==> config.mk <==
export PLATFORM = sky130hd
export DESIGN_NAME = fetch_pc
export DESIGN_NICKNAME = d
export VERILOG_FILES = /design/src/rtl/fetch_pc.sv
export SDC_FILE = /design/constraint.sdc
export NUM_CORES = 1
export LEC_CHECK = 0
export BUFFER_PORTS_ARGS = -buffer_cell sky130_fd_sc_hd__buf_4
export CORE_MARGIN = 2
export CORE_UTILIZATION = 48
export DETAILED_ROUTE_END_ITERATION = 7
export GPL_ROUTABILITY_DRIVEN = 1
export PLACE_DENSITY_LB_ADDON = 0.08
export SKIP_CTS_REPAIR_TIMING = 1
export SLEW_MARGIN = 20
export SYNTH_ARGS = -nofsm -noshare
export SYNTH_HDL_FRONTEND = slang
export SYNTH_SLANG_ARGS = --single-unit
==> constraint.sdc <==
create_clock -name clk -period 6.55 [get_ports clk]
set_input_delay 1.31 -clock clk [delete_from_list [all_inputs] [get_ports clk]]
set_output_delay 1.31 -clock clk [all_outputs]
set_load 0.01 [all_outputs]
==> src/rtl/fetch_pc.sv <==
// Fetch-stage PC register and instruction-memory requester with a one-entry instruction buffer.
// Optional fetch address-error trapping is enabled by defining FETCH_ADEL_EN.
module fetch_pc #(
    parameter logic [31:0] RESET_PC = 32'h0000_3000
) (
    input  logic        clk,
    input  logic        reset,
    input  logic        stall,
    input  logic [31:0] npc_in,
    input  logic        flush,
    input  logic [31:0] flush_pc,
    output logic        imem_req,
    output logic [31:0] imem_addr,
    input  logic        imem_rvalid,
    input  logic [31:0] imem_rdata,
    output logic [31:0] F_PC,
    output logic [31:0] F_instr,
    output logic        F_valid,
    output logic        F_adel
);

    typedef enum logic [1:0] {
        REQ  = 2'd0,
        WAIT = 2'd1,
        KILL = 2'd2,
        HAVE = 2'd3
    } state_t;

    state_t      state_q, state_d;
    logic [31:0] pc_q, pc_d;
    logic [31:0] instr_q, instr_d;

    logic        want_issue;
    logic [31:0] issue_addr;
    logic        issue_bad;

    // A request leaves from REQ (at pc_q, or flush_pc when redirected) or from HAVE on consume.
    assign want_issue = (state_q == REQ) || ((state_q == HAVE) && !flush && !stall);
    assign issue_addr = (state_q == HAVE) ? npc_in : (flush ? flush_pc : pc_q);

`ifdef FETCH_ADEL_EN
    logic adel_q;

    function automatic logic addr_bad(input logic [31:0] a);
        return (a[1:0] != 2'b00) || (a < 32'h0000_3000) || (a > 32'h0000_6FFC);
    endfunction

    assign issue_bad = addr_bad(issue_addr);

    always_ff @(posedge clk or posedge reset) begin
        if (reset) begin
            adel_q <= 1'b0;
        end else if (want_issue && issue_bad) begin
            adel_q <= 1'b1;
        end else if ((state_d == WAIT) || ((state_d == REQ) && !addr_bad(pc_d))) begin
            adel_q <= 1'b0;
        end
    end

    assign F_adel = adel_q;
`else
    assign issue_bad = 1'b0;
    assign F_adel    = 1'b0;
`endif

    always_comb begin
        // NOTE: every output of this block gets a default first so no path can infer a latch.
        state_d = state_q;
        pc_d    = pc_q;
        instr_d = instr_q;

        case (state_q)
            WAIT: begin
                if (flush) begin
                    pc_d    = flush_pc;
                    state_d = imem_rvalid ? REQ : KILL;
                end else if (imem_rvalid) begin
                    instr_d = imem_rdata;
                    state_d = HAVE;
                end
            end
            KILL: begin
                // The response for the abandoned request must drain before a new one goes out.
                if (flush) begin
                    pc_d = flush_pc;
                end
                if (imem_rvalid) begin
                    state_d = REQ;
                end
            end
            HAVE: begin
                if (flush) begin
                    pc_d    = flush_pc;
                    state_d = REQ;
                end
            end
            default: ;
        endcase

        if (want_issue) begin
            pc_d = issue_addr;
            if (issue_bad) begin
                instr_d = '0;
                state_d = HAVE;
            end else begin
                state_d = WAIT;
            end
        end
    end

    always_ff @(posedge clk or posedge reset) begin
        // NOTE: state is written with non-blocking assignments so every flop samples pre-edge values.
        if (reset) begin
            state_q <= REQ;
            pc_q    <= RESET_PC;
            instr_q <= '0;
        end else begin
            state_q <= state_d;
            pc_q    <= pc_d;
            instr_q <= instr_d;
        end
    end

    assign imem_req  = want_issue && !issue_bad && !reset;
    assign imem_addr = issue_addr;

    assign F_PC    = pc_q;
    assign F_instr = instr_q;
    assign F_valid = (state_q == HAVE);

endmodule

==> reports/metrics.yaml <==
cts_root_buf: "clkbuf_8"
tns_ps: 0
status: "finished, final reports clean"
worst_clock_skew_ps: 9.49
syn_inst: 338
worst_pin_slew_ps: 837
diodes: 0
grt_pass1_vias: 3240
grt_pass1_wl_um: 15400
start_util: 0.494
netlist_area_sq_um: 3560
cts_max_level: 3
comb_power_share: 0.536
critPathCaptureType: "output port"
grt_use_total: 0.232
vias: 3170
rr_endpoint: "F_PC[0]"
path_cells: "buf_4, mux2_4, mux2_2, buf_4"
hold_ws_ps: 510
crit_top_cell: "buf_4"
slew_headroom: 0.442
row_count: 31
worstPathMaxFanout: 38
overflow: 0
power_frac_seq: 0.289
drc: 0
worst-r2r-setup-slack_ps: 4440
routed_wl_um: 9350
final_nets: 631
crit_buf_inv: 2
r2r-start: "state_q[1]"
critPathTopFamily: "buffers and inverters"
final_antenna_net_count: 0
yosysWarnings: 0
numCtsBuffers: 9
hpwl_um: 6780
drt-wirelength-per-cell_um: 14.9
drv_cap: 0
die_w_um: 90.1
io_pins: 200
maxSlewViolCount: 0
clock-sinks: 66
startpoint_type: "input port"
yosys.cell_types.count: 25
crit_required_ps: 5240
mostFrequentLayoutCells: "201 x buf_4, 64 x dfrtp_1, 63 x mux2i_1"
first_pass_iters: 4
fin_crit_sh: 0.595
ys_ff_latch: 66
hold_violations: 0
drive_gt1_frac: 0.489
io_buffers: 198
chipHeight_um: 90.1
syn_nets: 444
vias_per_cell: 5.04
peakVddDrop_mv: 0.274
syn_avg_cell_area_sq_um: 10.5
power.share.clock: 0.175
grt_max_degree: 70
synth_seq_area_share: 0.464
hold_path.class: "reg -> reg"
cp.depth: 4
powerDensity_nw_per_um2: 492
p_switching_mw: 0.978
clockBufferDepth: 2
area_growth_pct: 50.5
clk_latency_ps: 340
layout_commonest_cell: "buf_4"
switching_share: 0.371
antenna_found_initial: 0
min_path_cells: 1
rsz0062_at_grt: "no"
gp_congestion: 0.827
num-fill-cells: 558
setup_viol: 0
max_freq_mhz: 256
arrival_ps: 2590
r2r_cells: 4
cp-startpoint: "flush"
p_leak_nw: 2.63
slowest_stage: "buf_4"
die_area_sq_um: 8130
clkTransAtPathRegs_ps: 70
layout_min_cycle_time_ps: 3900
crit_type: "in -> out"
cp_slowest_stage_delay_ps: 500
cts_tree: "yes"
intPower_mw: 1.66
crit_path_end: "imem_addr[0]"
fp.coreArea_sq_um: 7210
drt-initial-drc-count: 100
-- through the flow --
step	std cells	util	total power [mW]	cell area [sq um]	setup WS, ps
5_1_grt	629	0.743	2.83	5360	2610
2_1_floorplan	338	-	1.52	3560	3130
4_1_cts	629	0.742	2.66	5350	2640
6_report	629	0.743	2.64	5360	2650
3_3_place_gp	612	0.701	2.15	5060	2660
3_5_place_dp	613	0.704	2.19	5080	2640
-- worst reg2reg max path: cells and delay by family, from the launching register on --
kind,cells,cell delay [ps]
AOI/OAI and AO/OA,1,230
adders and majority gates,1,380
buffers and inverters,1,540
DFF,1,440
muxes,1,410
-- per-layer routing --
metal,vias up,part of all wire,GRT usage
li1,1554,-,-
met1,1471,0.40,0.270
met2,130,0.50,0.402
met3,15,0.085,0.0746
met4,0,0.017,0.0808
met5,-,0,0
-- logic make-up after synthesis --
group,synth area share
buffers and inverters,0.0478
AO/OA/AOI/OAI,0.0976
multiplexers,0.292
adder cells (fa/ha/maj),0.0176
AND/OR/NAND/NOR,0.0797
other,0.00105
flip-flops,0.464
-- sequential cells by signal, summed over array words and instances (netlist names) --
register and flops:
F_PC 32, F_instr 32, state_q 2
-- Yosys cell counts --
cell / count / area, sq um
a2111o_1: 1 / 11.3
a21o_1: 1 / 7.51
a21oi_1: 32 / 160
buf_1: 3 / 11.3
buf_2: 7 / 35.0
buf_4: 4 / 30.0
buf_6: 5 / 56.3
clkbuf_1: 7 / 26.3
conb_1: 1 / 3.75
dfrtp_1: 64 / 1600
dfstp_2: 2 / 52.6
ha_1: 5 / 62.6
inv_1: 3 / 11.3
mux2_1: 1 / 11.3
mux2_2: 34 / 383
mux2_4: 1 / 15.0
mux2i_1: 63 / 631
nand2_1: 32 / 120
nand2b_1: 1 / 6.26
nand3b_1: 1 / 7.51
nor2_1: 34 / 128
nor2b_1: 2 / 12.5
o21ai_0: 32 / 160
o221ai_1: 1 / 8.76
or4b_1: 1 / 10.0
-- area by class of cell --
cell class / instances / area, sq um / area share
Tap cell: 99 / 124 / 0.0231
Timing Repair Buffer: 202 / 1530 / 0.285
Inverter: 3 / 11.3 / 0.00210
Sequential cell: 66 / 1650 / 0.309
Multi-Input combinational cell: 243 / 1770 / 0.330
Clock inverter: 6 / 136 / 0.0254
Clock buffer: 10 / 138 / 0.0257
-- worst min-delay path by stage --
stage           startpoint           to
6_report        F_instr[9]   F_instr[9]
5_1_grt         F_instr[9]   F_instr[9]
4_1_cts        F_instr[22]  F_instr[22]
3_5_place_dp   F_instr[22]  F_instr[22]
3_3_place_gp   F_instr[22]  F_instr[22]
2_1_floorplan   state_q[0]   state_q[0]
-- power by group through the flow --
stage / clock network, mW / registers (mW) / logic (mW)
2_1_floorplan: 0 / 0.846 / 0.675
3_3_place_gp: 0 / 0.756 / 1.39
3_5_place_dp: 0 / 0.767 / 1.42
4_1_cts: 0.472 / 0.761 / 1.43
5_1_grt: 0.491 / 0.793 / 1.54
6_report: 0.462 / 0.761 / 1.41
Note: power is estimated with default switching activity, not from simulation.
